File: config.mk
export PLATFORM = sky130hd
export DESIGN_NAME = midi_note_parser
export DESIGN_NICKNAME = d
export VERILOG_FILES = /design/src/rtl/midi_note_parser.sv
export SDC_FILE = /design/constraint.sdc
export NUM_CORES = 1
export LEC_CHECK = 0
export CORE_MARGIN = 2
export CORE_UTILIZATION = 48
export CTS_BUF_LIST = sky130_fd_sc_hd__clkbuf_8
export DETAILED_ROUTE_END_ITERATION = 8
export PLACE_DENSITY_LB_ADDON = 0.1
export SYNTH_ARGS = -nofsm -noshare
export SYNTH_HDL_FRONTEND = slang
export SYNTH_SLANG_ARGS = --single-unit
export TNS_END_PERCENT = 20
File: constraint.sdc
create_clock -name clock_50_000_000 -period 1.6 [get_ports clock_50_000_000]
set_input_delay 0.16 -clock clock_50_000_000 [delete_from_list [all_inputs] [get_ports clock_50_000_000]]
set_output_delay 0.16 -clock clock_50_000_000 [all_outputs]
set_load 0.05 [all_outputs]
File: src/rtl/midi_note_parser.sv
// midi_note_parser
//
// Turns the raw MIDI byte stream from the UART receiver into note_change_t
// events for the polyphony dispatcher. One event is produced for each
// complete Note On or Note Off message on an accepted channel. The parser
// handles running status, realtime bytes interleaved inside a message,
// skipping of SysEx and system-common data, channel filtering, and Note On
// messages with velocity 0.
//
// Parameters
//   CHANNEL  MIDI channel (0-15) that is accepted when OMNI is 0
//   OMNI     1: accept note messages on every channel
//
// Ports
//   clock_50_000_000  in   system clock; the only clock
//   reset             in   asynchronous, active-high reset
//   rx_byte           in   received MIDI byte
//   rx_valid          in   one-cycle strobe marking rx_byte as valid
//   note              out  {status, note_number, velocity}; holds the last event
//   note_ready        out  one-cycle pulse: note carries a new event
//   parse_error       out  one-cycle pulse: malformed stream detected

package MIDI;

   typedef enum logic {
      OFF = 1'b0,
      ON  = 1'b1
   } note_status_t;

   typedef struct packed {
      note_status_t status;
      logic [6:0]   note_number;
      logic [6:0]   velocity;
   } note_change_t;

endpackage

module midi_note_parser #(
   parameter logic [3:0] CHANNEL = 4'd0,
   parameter bit         OMNI    = 1'b0
) (
   input  logic               clock_50_000_000,
   input  logic               reset,
   input  logic [7:0]         rx_byte,
   input  logic               rx_valid,
   output MIDI::note_change_t note,
   output logic               note_ready,
   output logic               parse_error
);

   // IDLE  : no running status; stray data bytes are errors
   // DATA1 : waiting for the first data byte of a message
   // DATA2 : waiting for the second data byte of a message
   // SKIP  : inside SysEx / system-common data; discard until a channel status byte
   typedef enum logic [1:0] {
      IDLE  = 2'd0,
      DATA1 = 2'd1,
      DATA2 = 2'd2,
      SKIP  = 2'd3
   } parse_state_t;

   localparam logic [3:0] CMD_NOTE_OFF  = 4'h8;
   localparam logic [3:0] CMD_NOTE_ON   = 4'h9;
   localparam logic [3:0] CMD_PROGRAM   = 4'hC;
   localparam logic [3:0] CMD_PRESSURE  = 4'hD;

   parse_state_t state;
   logic [7:0]   running_status;
   logic [6:0]   d1;

   logic         is_realtime;
   logic         is_channel_status;
   logic         is_system_common;
   logic         is_data;
   logic [3:0]   running_cmd;
   logic         single_data_msg;
   logic         channel_accepted;
   logic         is_note_msg;

   // Byte classification and facts about the currently latched running
   // status. Realtime bytes (F8-FF) must be invisible to the parser, so they
   // are separated out before anything else looks at the byte.
   always_comb begin
      is_realtime       = (rx_byte[7:3] == 5'b11111);
      is_system_common  = (rx_byte[7:3] == 5'b11110);
      is_channel_status = rx_byte[7] && (rx_byte[7:4] != 4'hF);
      is_data           = !rx_byte[7];

      running_cmd       = running_status[7:4];
      single_data_msg   = (running_cmd == CMD_PROGRAM) || (running_cmd == CMD_PRESSURE);
      is_note_msg       = (running_cmd == CMD_NOTE_ON) || (running_cmd == CMD_NOTE_OFF);
      channel_accepted  = OMNI || (running_status[3:0] == CHANNEL);
   end

   // Parser state machine. note_ready and parse_error are pulses: they are
   // cleared every cycle and only set on the cycle that detects the event,
   // which makes them valid for exactly the cycle after the triggering byte.
   // Running status is kept after a completed message so that a following
   // pair of data bytes forms another message of the same type.
   always_ff @(posedge clock_50_000_000 or posedge reset) begin
      if (reset) begin
         state          <= IDLE;
         running_status <= 8'h00;
         d1             <= 7'd0;
         note           <= '{status: MIDI::OFF, note_number: 7'd0, velocity: 7'd0};
         note_ready     <= 1'b0;
         parse_error    <= 1'b0;
      end else begin
         note_ready  <= 1'b0;
         parse_error <= 1'b0;

         if (rx_valid) begin
            if (is_realtime) begin
               // realtime bytes leave every piece of parser state untouched
            end else if (is_channel_status) begin
               // A new status byte restarts message assembly. Dropping a
               // message that already had its first data byte means the
               // sender broke off mid-message, which is reported.
               running_status <= rx_byte;
               state          <= DATA1;
               if (state == DATA2) begin
                  parse_error <= 1'b1;
               end
            end else if (is_system_common) begin
               running_status <= 8'h00;
               state          <= SKIP;
            end else if (is_data) begin
               case (state)
                  IDLE: begin
                     parse_error <= 1'b1;
                  end

                  DATA1: begin
                     d1 <= rx_byte[6:0];
                     // Program change and channel pressure carry one data
                     // byte; the message is complete and consumed silently.
                     if (!single_data_msg) begin
                        state <= DATA2;
                     end
                  end

                  DATA2: begin
                     state <= DATA1;
                     if (is_note_msg && channel_accepted) begin
                        note_ready       <= 1'b1;
                        note.note_number <= d1;
                        if (running_cmd == CMD_NOTE_ON && rx_byte[6:0] != 7'd0) begin
                           note.status   <= MIDI::ON;
                           note.velocity <= rx_byte[6:0];
                        end else if (running_cmd == CMD_NOTE_ON) begin
                           // Note On with velocity 0 is the common running-status
                           // shorthand for a release.
                           note.status   <= MIDI::OFF;
                           note.velocity <= 7'd0;
                        end else begin
                           // Note Off keeps its release velocity.
                           note.status   <= MIDI::OFF;
                           note.velocity <= rx_byte[6:0];
                        end
                     end
                  end

                  SKIP: begin
                     // SysEx payload and system-common data are discarded
                  end

                  default: begin
                     state <= IDLE;
                  end
               endcase
            end
         end
      end
   end

endmodule
**Word level (Yosys, flattened, before mapping)**

Cells that the tools add are included.

- Output and inout bits: 17
- Bits of input ports: 11
- Register bits: 34
- Logic and storage cells: 61

- Reduce and logical (&&, ||, !) cells: 14
- Equality and inequality tests: 11
- Bitwise operators: 4
- Multiplexer cells: 24

Operator list:

| operator | count |
|---|---|
| == test 4 bit, second input constant | 4 |
| two-way mux 8 bit | 2 |
| two-way mux 1 bit | 15 |
| two-way mux 7 bit | 2 |
| == test 5 bit, second input constant | 2 |
| two-way mux 2 bit | 4 |
| inequality test 4 bit, second input constant | 2 |
| AND reduction 7 bit | 1 |
| nonzero test 7 bit | 1 |
| AND reduction 6 bit | 1 |
| AND reduction 5 bit | 1 |
| logical NOT 4 bit | 1 |
| inverter 1 bit | 4 |
| case mux 2 bit (2 select lines) | 1 |
| nonzero test 4 bit | 1 |
| logical AND 1 bit | 3 |
| inequality test 3 x 1 -> 1 bit, second input constant | 1 |
| AND reduction 3 bit | 1 |
| == test 2 x 1 -> 1 bit, second input constant | 1 |
| == test 2 bit, second input constant | 1 |
| logical NOT 2 bit | 1 |
| logical OR 1 bit | 2 |
| nonzero test 2 bit | 1 |

**Depth between registers and ports, before layout**

- Depth after elaboration: 10
- Gate-level depth with buffers: 7
- Gate-level depth less buffers: 6

**Worst setup path after synthesis**

No wires, ideal clock.

- Path type: register to register
- Start: reg state[0]
- End: reg note[1] in the netlist's numbering
- Required time: 1475 ps
- Arrival time: 1529 ps
- Slack: -54 ps
- Library setup time: 125 ps
- Stages on the path, launching flop included: 7
- Period minus slack after synthesis: 1654 ps
- Buffers on the path: 1
- Cell sequence: dfrtp_1 inv_1 ha_1 nor2b_1 nand4_4 buf_6 mux2_4

- Cells in the longest elaborated chain, start to end: 2

Ends and longest elaborated chain:

| item | RTL line | RTL |
|---|---|---|
| start, declared | 67 | `parse_state_t state;` |
| start signal, assigned | 102 | `state <= IDLE;` |
| start signal, assigned | 120 | `state <= DATA1;` |
| start signal, assigned | 126 | `state <= SKIP;` |
| == test 2 bit | 128 | `case (state)` |
| AND reduction 7 bit (no source line) | - |  |
| end signal, assigned | 105 | `note <= '{status: MIDI::OFF, note_number: 7'd0, velocity: 7'd0};` |
| end, declared | 46 | `output MIDI::note_change_t note,` |

No other way between the ends.
A chain may end at the register's enable or synchronous reset.

**Worst setup path after layout**

- Start: reg state[0]
- End: reg note[5] in the netlist's numbering

The elaborated chain is that of the path after synthesis.

==> metrics <==
worst-path cell chain=inv_2 > ha_1 > nor2b_4 > nand4_4 > buf_12 > mux2_4; DRT iter0 DRCs=31; sequential-to-total area share from yosys stat=0.585; Worst EP arrival=about 1.7 ns; CP endpoint kind=flip-flop; # diodes=0; non-filler cells, final=around 180; Initial DRT Pass Iterations=4; gr usage total=0.205; power per cell area=about 1500 nW/um^2; kind of critical path=reg -> reg; Post-Syn Area=~1500 sq um; Finished Cell Area=1950 sq um; FMAX=~670 MHz; outcome=finished clean; CTS Hold Buffers Added=0; I/O Buffers=27; post-synth net total=around 120; sinks on the clock net=34; maximum VDD drop=around 1.1 mV; met3 wire len=roughly 150 microns; Area after DPL=roughly 1800 sq um; Total Power=approximately 2900 uW; fin nets=between 150 and 200; worst path required time=1.78 ns; first-pass GRT wire length=slightly above 5000 microns; crit share post-route=0.938; Worst path slowest cell=dfrtp_1; die area=roughly 3500 sq um; DR DRC count=0; Inserted Clock Buffers=5; met1 WL=roughly 1400 microns; HP Class=in -> async; syn avg cell area=approximately 14 sq um; area grow syn2layout=34.2%; largest net degree at the start of global routing=35; Hold Violations, Final=0; CP Launch Type=flip-flop; layout cells sized above 1=0.432; Worst Tran Pin Value=roughly 0.44 ns; vias=between 900 and 1000; dpl hpwl=roughly 2100 microns; register bit count reported by yosys=34; postcts setup bufs=0; Max clock buf depth=2; antenna-violating nets left=0; Post-CTS Resized=0; Syn Inst Count=between 100 and 150; Rows=19; top sig layer=met4; H-tree depth=2; GR Overflow Total=0; dpl cells=between 150 and 200; Slew headroom=0.708; Starting Density=0.514; number of global-route vias before repair=1024; vias per std cell=~5.5; met2 WL=between 1000 and 1500 microns; TritonCTS clock tree=done; Tmin final=1.50 ns; core footprint=2830 sq um; Final GP Congestion=0.809; Setup TNS=0 ns; slowest stage delay, CP=between 0.3 and 0.4 ns; clock skew=0.00587 ns; CP max FO=13; die height=a little under 60 microns; Core Util, Final=0.690; # setup viols final=0; Static Leak=just under 0.001 uW; Final Max Tran Viols=0; final wirelength=about 2900 microns; total I/O pin count=28; Root Buffer=clkbuf_8; wire per inst=approximately 16 microns; Synth cell types=29; clk_lat worst skew=approximately 0.29 ns; Synthesis Warnings=0; clk slew on worst S/H paths=roughly 0.07 ns; Max-cap violations=0; antenna violations before repair=0; RSZ-0062 raised after global routing=false; Die W=59.1 microns
==> cells by family after synthesis <==
| kind of cell | share of synthesized area |
|---|---|
| buffers and inverters | 0.0275 |
| AO/OA/AOI/OAI | 0.0877 |
| flip-flops | 0.585 |
| adder cells (fa/ha/maj) | 0.0258 |
| multiplexers | 0.160 |
| AND/OR/NAND/NOR | 0.114 |
==> Yosys cell counts <==
library cell,number,area (sq um)
nor4_1,1,6.26
dfrtp_1,34,851
a22o_1,7,61.3
ha_1,3,37.5
nand2b_1,1,6.26
o21ai_0,5,25.0
nand4b_1,1,8.76
buf_6,1,11.3
nor3_2,1,10.0
mux2_4,5,75.1
nor2b_4,1,13.8
a21boi_0,1,7.51
nor3b_2,1,12.5
and3_1,1,6.26
buf_2,2,10.0
nand2_1,5,18.8
a41o_1,1,10.0
nor3_1,3,15.0
nor2b_1,1,6.26
mux2_2,14,158
a211oi_1,1,7.51
inv_1,5,18.8
nand4_1,2,12.5
a21o_1,1,7.51
nand3_1,3,15.0
nor3b_1,1,7.51
and2_1,1,6.26
a221oi_1,1,8.76
nand4_4,1,21.3
==> placed cells by master (no fill, tap or decap) <==
master	count
dfrtp_1	34
buf_4	27
mux2_2	14
clkdlybuf4s50_1	10
a22o_1	7
clkbuf_8	6
mux2_4	5
nand2_1	5
o21ai_0	5
inv_1	3
nand3_1	3
nor3_1	3
nor2b_4	2
nand4_1	2
inv_2	2
ha_1	2
bufinv_16	2
nor3b_2	1
nor3_2	1
nand4_4	1
and3_1	1
nand2b_1	1
a21boi_0	1
a21o_1	1
nand4b_1	1
and2_1	1
a41o_1	1
a211oi_2	1
nor4_1	1
nor3b_1	1
a221oi_1	1
ha_2	1
buf_12	1
==> through the flow <==
stage / hold WS, ns / worst slack (ns)
2_1_floorplan: 0.293 / 0.000556
3_3_place_gp: 0.464 / 0.0401
3_5_place_dp: 0.476 / 0.0371
4_1_cts: 0.277 / 0.0426
5_1_grt: 0.313 / 0.00865
6_report: 0.265 / 0.0984
==> worst paths after layout <==
| check | cells after the start | slack [ns] | end | startpoint |
|---|---|---|---|---|
| min in group clock_50_000_000 | 2 | 0.48 | note[3]$_DFFE_PP0P_ | note[3]$_DFFE_PP0P_ |
| worst min-delay path | 3 | 0.27 | running_status[0]$_DFFE_PP0P_ | reset |
| worst max-delay path | 6 | 0.1 | note[5]$_DFFE_PP0P_ | state[0]$_DFFE_PP0P_ |
| worst min register to register | 2 | 0.48 | note[3]$_DFFE_PP0P_ | note[3]$_DFFE_PP0P_ |
| max in group asynchronous | 3 | 1.02 | running_status[6]$_DFFE_PP0P_ | reset |
| worst max register to register | 6 | 0.1 | note[5]$_DFFE_PP0P_ | state[0]$_DFFE_PP0P_ |
==> routing by layer <==
metal  vias to the layer above  track usage
li1                        467            -
met1                       472        0.273
met2                        31        0.295
met3                         7       0.0742
met4                         0        0.101
met5                         -            0
==> power by group <==
group	internal, uW	total [uW]	switching (uW)
clock	665	988	324
combinational	344	774	430
sequential	1050	1170	121
==> area by class of cell <==
| type | instances | area [sq um] |
|---|---|---|
| timing repair buffer | 38 | 323 |
| tap | 31 | 38.8 |
| sequential | 34 | 851 |
| multi-input combinational | 63 | 579 |
| clock inverter | 2 | 60.1 |
| fill | 200 | 876 |
| inverter | 5 | 18.8 |
| clock buffer | 6 | 82.6 |
==> worst max-delay path, delay by kind of cell (launching register included) <==
kind                     cells  cell delay (ns)
AND/OR/NAND/NOR              2             0.27
buffers and inverters        2             0.26
adder cells (fa/ha/maj)      1             0.17
multiplexers                 1             0.29
flip-flops                   1             0.39
==> registers in the layout, indices dropped and copies added, names as in the netlist <==
signal          cells
parse_error         1
note               15
note_ready          1
d1                  7
state               2
running_status      8
No activity file was read; power rests on OpenSTA's default activity.
